## src/rtl/rr_arb_pkg.sv

```systemverilog
// Shared types and helpers for the four-source round-robin stream arbiter.
package rr_arb_pkg;

    localparam int unsigned N_SRC = 4;

    typedef logic [1:0] src_idx_t;

    // Next source index in rotation; the 2-bit add wraps 3 -> 0.
    function automatic src_idx_t next_idx(input src_idx_t idx);
        return idx + src_idx_t'(1);
    endfunction

endpackage

```

## src/rtl/rr_pick_4.sv

```systemverilog
// Combinational rotating-priority picker: first valid source at or after ptr.
module rr_pick_4
    import rr_arb_pkg::*;
(
    input  logic [N_SRC-1:0] valid,
    input  src_idx_t         ptr,
    output logic             found,
    output src_idx_t         grant
);

    // Scan offsets from farthest to nearest so the nearest valid source wins.
    always_comb begin
        found = 1'b0;
        grant = '0;
        for (int k = N_SRC - 1; k >= 0; k--) begin
            if (valid[ptr + src_idx_t'(k)]) begin
                found = 1'b1;
                grant = ptr + src_idx_t'(k);
            end
        end
    end

endmodule

```

## src/rtl/rr_stream_arb_4.sv

```systemverilog
// Four-input round-robin stream arbiter with a single registered output stage.
module rr_stream_arb_4
    import rr_arb_pkg::*;
#(
    parameter int unsigned W = 4
) (
    input  logic             clk,
    input  logic             rst,
    input  logic [N_SRC-1:0] in_valid,
    input  logic [W-1:0]     in_data0,
    input  logic [W-1:0]     in_data1,
    input  logic [W-1:0]     in_data2,
    input  logic [W-1:0]     in_data3,
    output logic [N_SRC-1:0] in_ready,
    output logic             out_valid,
    output logic [W-1:0]     out_data,
    output logic [1:0]       out_sel,
    input  logic             out_ready
);

    src_idx_t     ptr_q;
    logic         found;
    src_idx_t     grant;
    logic         load_en;
    logic         xfer;
    logic [W-1:0] data_arr [N_SRC];

    assign data_arr[0] = in_data0;
    assign data_arr[1] = in_data1;
    assign data_arr[2] = in_data2;
    assign data_arr[3] = in_data3;

    rr_pick_4 u_pick (
        .valid (in_valid),
        .ptr   (ptr_q),
        .found (found),
        .grant (grant)
    );

    // Output register can take a beat when empty or being drained this cycle.
    assign load_en = !out_valid || out_ready;
    assign xfer    = load_en && found;

    // One-hot accept for the granted source; nothing is accepted during reset.
    always_comb begin
        in_ready = '0;
        if (!rst && xfer) begin
            in_ready[grant] = 1'b1;
        end
    end

    // Output register and rotation pointer; pointer only moves on a transfer.
    always_ff @(posedge clk) begin
        if (rst) begin
            out_valid <= 1'b0;
            out_data  <= '0;
            out_sel   <= '0;
            ptr_q     <= '0;
        end else if (xfer) begin
            out_valid <= 1'b1;
            out_data  <= data_arr[grant];
            out_sel   <= grant;
            ptr_q     <= next_idx(grant);
        end else if (out_valid && out_ready) begin
            // Drained with nothing to replace it; data/sel keep last values.
            out_valid <= 1'b0;
        end
    end

endmodule

```

## config.mk

```make
export PLATFORM = sky130hd
export DESIGN_NAME = rr_stream_arb_4
export DESIGN_NICKNAME = d
export VERILOG_FILES = /design/src/rtl/rr_arb_pkg.sv /design/src/rtl/rr_pick_4.sv /design/src/rtl/rr_stream_arb_4.sv
export SDC_FILE = /design/constraint.sdc
export NUM_CORES = 1
export LEC_CHECK = 0
export CAP_MARGIN = 20
export CORE_UTILIZATION = 39
export CTS_BUF_LIST = sky130_fd_sc_hd__clkbuf_4
export CTS_CLUSTER_DIAMETER = 50
export DETAILED_ROUTE_END_ITERATION = 10
export PLACE_DENSITY = 0.83
export SLEW_MARGIN = 20
export SYNTH_ARGS = -nofsm -noshare
export SYNTH_HDL_FRONTEND = slang
export SYNTH_SLANG_ARGS = --single-unit
```

## constraint.sdc

```tcl
create_clock -name clk -period 2.06 [get_ports clk]
set_clock_uncertainty 0.05 [all_clocks]
set_input_delay 0.206 -clock clk [delete_from_list [all_inputs] [get_ports clk]]
set_output_delay 0.206 -clock clk [all_outputs]
set_load 0.05 [all_outputs]
```

# Word level (Yosys, flattened, before mapping)
# Cells that the tools add are included.
[classes] reduce_logical=8 bitwise_logic=1 mux=24 magnitude_cmp=7 addsub=4
[op_table] op="$lt A2 B3 Y1 const B" count=5
[op_table] op="$mux W4" count=3
[op_table] op="$mux W1" count=11
[op_table] op="$bmux W1 S2" count=4
[op_table] op="$bmux W4 S2" count=1
[op_table] op="$mux W2" count=4
[op_table] op="$add A2 B1 Y2 const B" count=2
[op_table] op="$add A2 B2 Y2 const B" count=2
[op_table] op="$logic_and A1 B1 Y1" count=4
[op_table] op="$ge A3 B3 Y1 const B" count=1
[op_table] op="$not A2 Y3" count=1
[op_table] op="$demux W1 S2" count=1
[op_table] op="$ge A2 B1 Y1 const B" count=1
[op_table] op="$logic_not A1 Y1" count=2
[op_table] op="$reduce_bool A2 Y1" count=1
[op_table] op="$logic_or A1 B1 Y1" count=1
[totals] out_inout_bits=11 elab_cells=48 reg_bits=9 in_bits=23

# Logic depth before layout (Yosys ltp)
# Gate-level depths: netlist of the first run.
[logic_depth] word_depth=12 depth_mapped=6 mapped_depth_nobuf=5

# Hierarchy
# A second synthesis of the first run with hierarchy kept.
[hier_totals] cells_unflattened=68 area_unflattened_um2=603.1
[by_module_without_submodules] mod="rr_stream_arb_4" cells_per_inst=55 area_each_um2=525.5 instances=1 seq_area_each_um2=180.2
[by_module_without_submodules] mod="rr_pick_4" cells_per_inst=13 area_each_um2=77.6 instances=1 seq_area_each_um2=0.0

# Worst setup path before layout of the first run
# OpenSTA, ideal clock, no wires.
[synth_path] path_type="register -> output" start="register ptr_q[1]" end="output in_ready[1]" required_ns=1.804 t_arrival_ns=2.270 path_buffers=1 setup_slack_ns=-0.466 path_stages_with_launch=6 path_cell_list="dfxtp_1 > mux2i_1 > nor2_2 > or3_1 > buf_6 > nor3_1"
[synth_via] elab_chain_len=12 word_cells_on_any_way=27 classes_between="add/sub: 3; order compare: 2; mux: 19; reduce/logical: 3"
[synth_lines] element="start: declaration" line="rr_stream_arb_4.sv:21" rtl="src_idx_t ptr_q;"
[synth_lines] element="start signal: assignment" line="rr_stream_arb_4.sv:63" rtl="ptr_q <= next_idx(grant);"
[synth_lines] element="$add A2 B2 Y2" line="rr_pick_4.sv:16, rr_pick_4.sv:18"
[synth_lines] element="$bmux W1 S2" line="rr_pick_4.sv:16" rtl="if (valid[ptr + src_idx_t'(k)]) begin"
[synth_lines] element="$mux W1 (implied by the code)" line="rr_pick_4.sv:16"
[synth_lines] element="$mux W2 (4 in a row)" line="rr_pick_4.sv:16"
[synth_lines] element="$lt A2 B3 Y1 (implied by the code) / $ge A2 B1 Y1 (equally long branches)" line="rr_stream_arb_4.sv:48" rtl="in_ready[grant] = 1'b1;"
[synth_lines] element="$logic_and A1 B1 Y1 (implied by the code)" line="rr_stream_arb_4.sv:48"
[synth_lines] element="$mux W1 (implied by the code)" line="rr_stream_arb_4.sv:48"
[synth_lines] element="$demux W1 S2" line="rr_stream_arb_4.sv:48"
[synth_lines] element="$mux W4 (*)" line="rr_stream_arb_4.sv:47" rtl="if (!rst && xfer) begin"
[synth_lines] element="end: declaration" line="rr_stream_arb_4.sv:14" rtl="output logic [N_SRC-1:0] in_ready,"
# Every way passes the cells marked *; elsewhere a longest branch is shown, timed or not. The select of a mux whose other input is x is not followed.

# Worst setup path after layout of the first run
[layout_path] start="input in_valid[1]" end="output in_ready[2]"
[layout_via] elab_chain_len=11 word_cells_on_any_way=24 classes_between="order compare: 2; mux: 19; reduce/logical: 3"
[layout_lines] element="start: declaration" line="rr_stream_arb_4.sv:9" rtl="input logic [N_SRC-1:0] in_valid,"
[layout_lines] element="$bmux W1 S2" line="rr_pick_4.sv:16"
[layout_lines] element="$mux W1 (implied by the code)" line="rr_pick_4.sv:16"
[layout_lines] element="$mux W2 (4 in a row)" line="rr_pick_4.sv:16"
[layout_lines] element="$lt A2 B3 Y1 (implied by the code) / $ge A2 B1 Y1 (equally long branches)" line="rr_stream_arb_4.sv:48"
[layout_lines] element="$logic_and A1 B1 Y1 (implied by the code)" line="rr_stream_arb_4.sv:48"
[layout_lines] element="$mux W1 (implied by the code)" line="rr_stream_arb_4.sv:48"
[layout_lines] element="$demux W1 S2" line="rr_stream_arb_4.sv:48"
[layout_lines] element="$mux W4 (*)" line="rr_stream_arb_4.sv:47"
# Marked as above.

==> flow_summary.ini, run 1 <==
[worst_setup_path]
r2r_cells = 6
critPathLaunchType = input port
cp_max_fo = 3
crit_type = in -> out
worst_path_largest_cell_delay_ns = 0.47
crit_required_ns = 1.80
crit_chain = clkdlybuf4s50_1, inv_1, a311oi_2, or2_2, nand2b_4, nor3_4, buf_12
worstSetupEndpointType = primary output
cp_slowest_cell = clkdlybuf4s50_1
cp.arrival_ns = 1.76

[detailed_routing]
wirelength_um = 1840
wl_per_cell_um = 14.5
first_pass_iters = 4
drtIter0Drc = 6
drc = 0
detail-route-antenna-nets = 0
num_vias = 679
via_per_inst = 5.35

[cts]
insertion_delay_ns = 0.26
cts_tree = built
cts_setup_buffers = 0
root_buffer = clkbuf_4
cts_made_buffers = 3
clk_pin_slew_ns = 0.07
cts.sinks = 9
cts_max_level = 1
cts_buffer_depth = 2
holdBufCountCts = 0

[logic_synthesis]
synthTopCellsByArea = dfxtp_1 30%, a211oi_1 11%, mux2i_1 10%
synth_fp_nets = 92
synth_top_area_cell = dfxtp_1
synth_seq_area_share = 0.300
synthesis.instances = 69
syn_avg_cell_area_sq_um = 8.70
mappedNetlistArea_sq_um = 601
yosysWarningCount = 0
synth-seq-cells = 9
synth_cell_type_count = 26
synth_top_area_share = 0.300

[pwr]
seq_power_share = 0.285
cellPowerDensity_mw_per_mm2 = 682
swShare = 0.389
comb_power_share = 0.510
clock_power_share = 0.205
leakage_nw = 0.461
cellInternalPower_uw = 467
p_switching_uw = 297
ir_worst_vdd_mv = 0.515

[sta]
relSlewSlack = 0.644
whs_ns = 0.354
fin_tns_setup_ns = 0
hold_violations = 0
drv_slew = 0
setup_viol = 0
timing.final.crit_period_ns = 2.02
fmax_mhz = 495
tightest_slew_ns = 0.532
post-route-period-util = 0.980

[cells_and_area]
drive_above_1_share = 0.313
nNetsFinal = 136
syn_to_final_growth_pct = 86.5
final_area_sq_mm = 0.00112
final_util = 0.820
finalNonFillerCells = 127
antenna_cells = 0

[outcome]
status = completed

[placed_design]
port-buffer-count = 33
place_area_sq_mm = 0.00105
dp_hpwl_um = 1350
place_inst = 123
gp_congestion = 0.711

[global_routing]
antenna_found_initial = 0
grtUsageTotal = 0.250
grt_pass1_wl_um = 2650
grt-ovfl-total = 0
grt_pass1_vias = 664
grt_max_degree = 12

[floorplanning]
row_count = 13
die_x_um = 41.2
design.die.area_sq_mm = 0.00170
start_util = 0.440
dieHeight_um = 41.2
io_pins = 34
core_region_area_sq_mm = 0.00137

[job]
cap_violations = 0

[hold_path]
holdPathStages = 3
hp-class = in -> reg
-- cell usage in the layout, fill, tap and decap left out, types with 2 or more instances in the layout --
cell	Yosys	routed
clkdlybuf4s50_1	0	26
a211oi_1	9	9
buf_4	0	9
dfxtp_1	9	8
mux2i_1	6	6
o21bai_1	4	4
clkbuf_4	0	4
buf_12	0	4
inv_1	3	3
nand2b_1	4	3
nor3_2	1	3
nand2_1	3	3
a21oi_1	4	3
o31a_2	3	3
nor2_1	3	3
a21oi_2	1	2
nor2b_1	2	2
nor3_4	0	2
dlygate4sd2_1	0	2
-- final timing paths --
kind,start,endpoint,slack (ns)
setup / recovery,in_valid[1],in_ready[2],0.04
hold / removal,in_valid[3],out_valid,0.35
setup reg to reg,ptr_q[1],out_data[0],0.30
hold reg to reg,out_sel[1],out_sel[1],0.43
-- metrics by stage --
stage / power [mW] / setup slack (ns)
finish: 0.764 / 0.0408
detailed placement: 0.590 / -0.126
floorplan: 0.440 / -0.0445
global route: 0.801 / -0.0142
CTS: 0.756 / -0.0142
global placement: 0.584 / -0.0939
-- registers in the layout, indices dropped and copies added, names as in the netlist --
name / flops
out_data: 4
out_sel: 2
ptr_q: 2
out_valid: 1
-- worst max-delay path: cells and delay by family --
| kind | cells | cell delay, ns |
|---|---|---|
| simple gates | 3 | 0.67 |
| compound gates | 1 | 0.11 |
| buf+inv | 3 | 0.77 |
-- kinds of logic after synthesis --
kind of cell	Yosys count	share of synthesized area
AO/OA/AOI/OAI	24	0.304
XOR/XNOR	1	0.0146
buffers and inverters	6	0.0687
flip-flops	9	0.300
multiplexers	6	0.100
AND/OR/NAND/NOR	23	0.213
-- routing by layer --
metal / vias to the layer above / GRT usage / wire, um / part of all wire
met5: - / 0 / 0 / 0
met4: 0 / 0.105 / 13 / 0.0071
met3: 2 / 0.0761 / 101 / 0.055
met2: 26 / 0.453 / 980 / 0.53
met1: 307 / 0.262 / 747 / 0.41
li1: 344 / - / - / -
-- what timing repair did --
item / in CTS / in global routing
resized for setup: 7 / 5
setup endpoints to repair: 4 / 4
pin swaps: 2 / 1
-- area by class of cell --
class	count	area, sq um
well taps	15	18.8
multi-input cells	54	438
flip-flops and latches	9	184
clock buffers	4	30.0
inverters	3	11.3
repair buffers	42	438
fillers	89	246
-- synthesized netlist by cell type (all sizes together) --
library cell	count
a21oi	5
nor4	1
nand2b	4
buf	2
nor3	6
nand3b	1
o21bai	4
clkbuf	1
xnor2	1
a211oi	10
nand2	3
dfxtp	9
mux2i	6
or2	1
or3	1
o31a	3
nor2	4
o21ai	1
inv	3
a311oi	1
nor2b	2
-- power by group through the flow --
stage                     combinational, mW  clock (mW)  sequential [mW]
after floorplan                       0.164           0            0.276
after global placement                0.366           0            0.218
after detailed placement              0.372           0            0.218
after CTS                             0.383       0.158            0.215
after global routing                  0.413       0.168            0.221
final                                 0.390       0.157            0.218
Note: power is estimated with default switching activity, not from simulation.
==> run 2, diff against run 1 <==
--- a/config.mk
+++ b/config.mk
@@ -6,11 +6,13 @@
 export NUM_CORES = 1
 export LEC_CHECK = 0
 export CAP_MARGIN = 20
-export CORE_UTILIZATION = 39
+export CORE_AREA = 2 2 39 41
 export CTS_BUF_LIST = sky130_fd_sc_hd__clkbuf_4
 export CTS_CLUSTER_DIAMETER = 50
 export DETAILED_ROUTE_END_ITERATION = 10
-export PLACE_DENSITY = 0.83
+export DIE_AREA = 0 0 41 43
+export DONT_BUFFER_PORTS = 1
+export PLACE_DENSITY = 0.61
 export SLEW_MARGIN = 20
 export SYNTH_ARGS = -nofsm -noshare
 export SYNTH_HDL_FRONTEND = slang
==> run 2 against run 1 <==
- critical endpoint is now in_ready[3]
- die area up 3.7%
- cell count fell by 24%
- largest cell class unchanged
- critical path depth fell by 1
- power shrank 15%
==> flow_summary.ini, run 2 (synthesized netlist as in run 1, its figures left out) <==
[cells_and_area]
final_area_sq_um = 762
final_cell_mix = 9 x a211oi_1, 8 x buf_4, 7 x dfxtp_1
nNetsFinal = 104
top_regs = out_data x4, out_sel x2, ptr_q x2
finalNonFillerCells = 96
largest_register = out_data
final_util = 0.551
largest_reg_flops = 4
final_common_cell = a211oi_1
drive_above_1_share = 0.388
syn_to_final_growth_pct = 26.9
antenna_cells = 0

[sta]
relSlewSlack = 0.605
fmax_mhz = 499
drv_slew = 0
setup_viol = 0
hold_violations = 0
grt_setup_unrepaired = no
post-route-period-util = 0.974
whs_ns = 0.0562
timing.final.crit_period_ns = 2.01
tightest_slew_ns = 0.592

[worst_setup_path]
cp_slowest_cell = dfxtp_2
worst_path_largest_cell_delay_ns = 0.35
cp.arrival_ns = 1.75
cp_max_fo = 6
path_buf_inv = 1
crit_required_ns = 1.80
cp_top_family = simple AND/OR/NAND/NOR gates
critPathLaunchType = flop
crit_chain = nand2_1, a311oi_2, or2_2, nand2b_4, nor3_4, buf_12
crit_type = reg -> out
worstSetupEndpointType = primary output

[cts]
cts_setup_buffers = 0
cts_made_buffers = 3
cts.sinks = 9
clk_pin_slew_ns = 0.06
cts_tree = built
cts_max_level = 1
cts_buffer_depth = 2
root_buffer = clkbuf_4
insertion_delay_ns = 0.27

[floorplanning]
die_x_um = 41
design.die.area_sq_mm = 0.00176
io_pins = 34
core_region_area_sq_mm = 0.00138
dieHeight_um = 43
row_count = 14
start_util = 0.434

[detailed_routing]
detail-route-antenna-nets = 0
drc = 0
drtIter0Drc = 7
first_pass_iters = 4
via_per_inst = 5.75
num_vias = 552
wl_per_cell_um = 14.8
wirelength_um = 1420

[global_routing]
grt_pass1_vias = 531
grt-ovfl-total = 0
grt_pass1_wl_um = 2230
grtUsageTotal = 0.187
grt_max_degree = 10
antenna_found_initial = 0

[pwr]
cellPowerDensity_mw_per_mm2 = 855
leakage_nw = 0.311
ir_worst_vdd_mv = 0.377
finalPower_uw = 652

[outcome]
status = completed

[placed_design]
place_inst = 91
place_area_sq_um = 697
gp_congestion = 0.707
port-buffer-count = 0
dp_hpwl_um = 1050

[job]
cap_violations = 0

[hold_path]
hp-class = in -> reg
## run 2: what timing repair did
action	in CTS	in global routing
hold buffers	1	0
resized for setup	1	6
setup endpoints to repair	2	4
pin swaps	0	1
hold endpoints to repair	5	0
cloned	0	0
## run 2: path summary, 6_finish.rpt
path              cells past startpoint  startpoint           to  slack (ns)
setup / recovery                      6    ptr_q[1]  in_ready[3]        0.05
hold / removal                        2         rst  out_data[1]        0.06
setup reg to reg                      6    ptr_q[1]     ptr_q[1]        0.32
hold reg to reg                       2    ptr_q[0]     ptr_q[0]        0.47
## run 2: final cells by class
cell class	count	area (sq um)
Sequential cell	9	183
Clock buffer	4	30.0
Inverter	3	11.3
Multi-Input combinational cell	54	428
Tap cell	16	20.0
Timing Repair Buffer	10	90.1
Fill cell	130	622
## run 2: power breakdown
group,internal (mW),switching [mW]
logic,0.0995,0.123
registers,0.199,0.0739
clock network,0.0882,0.0690
total,0.386,0.265
## run 2: worst register-to-register path, cell delays in order (launching register included)
cell      delay, ns
dfxtp_2        0.37
mux2i_1        0.24
nor2_2         0.05
or3_4          0.42
buf_4          0.18
xnor2_1        0.14
a211oi_2       0.21
## run 2: per-layer routing
metal,up-vias,share of wire,global-route usage
met5,-,0,0
met4,0,0.039,0.140
met3,7,0.069,0.0366
met2,22,0.46,0.263
met1,245,0.44,0.240
li1,278,-,-
## run 2: per-stage QoR
stage	worst slack, ns	setup TNS, ns
finish	0.0541	0
global route	0.00153	0
CTS	0.00445	0
detailed placement	0.170	0
global placement	0.241	0
floorplan	-0.0445	-0.0445
==> run 3, diff against run 2 <==
--- a/config.mk
+++ b/config.mk
@@ -6,13 +6,11 @@
 export NUM_CORES = 1
 export LEC_CHECK = 0
 export CAP_MARGIN = 20
-export CORE_AREA = 2 2 39 41
+export CORE_UTILIZATION = 39
 export CTS_BUF_LIST = sky130_fd_sc_hd__clkbuf_4
 export CTS_CLUSTER_DIAMETER = 50
 export DETAILED_ROUTE_END_ITERATION = 10
-export DIE_AREA = 0 0 41 43
-export DONT_BUFFER_PORTS = 1
-export PLACE_DENSITY = 0.61
+export PLACE_DENSITY = 0.83
 export SLEW_MARGIN = 20
 export SYNTH_ARGS = -nofsm -noshare
 export SYNTH_HDL_FRONTEND = slang
==> results of run 3 <==
The final DEF is identical to that of run 1; final timing and power are the same.
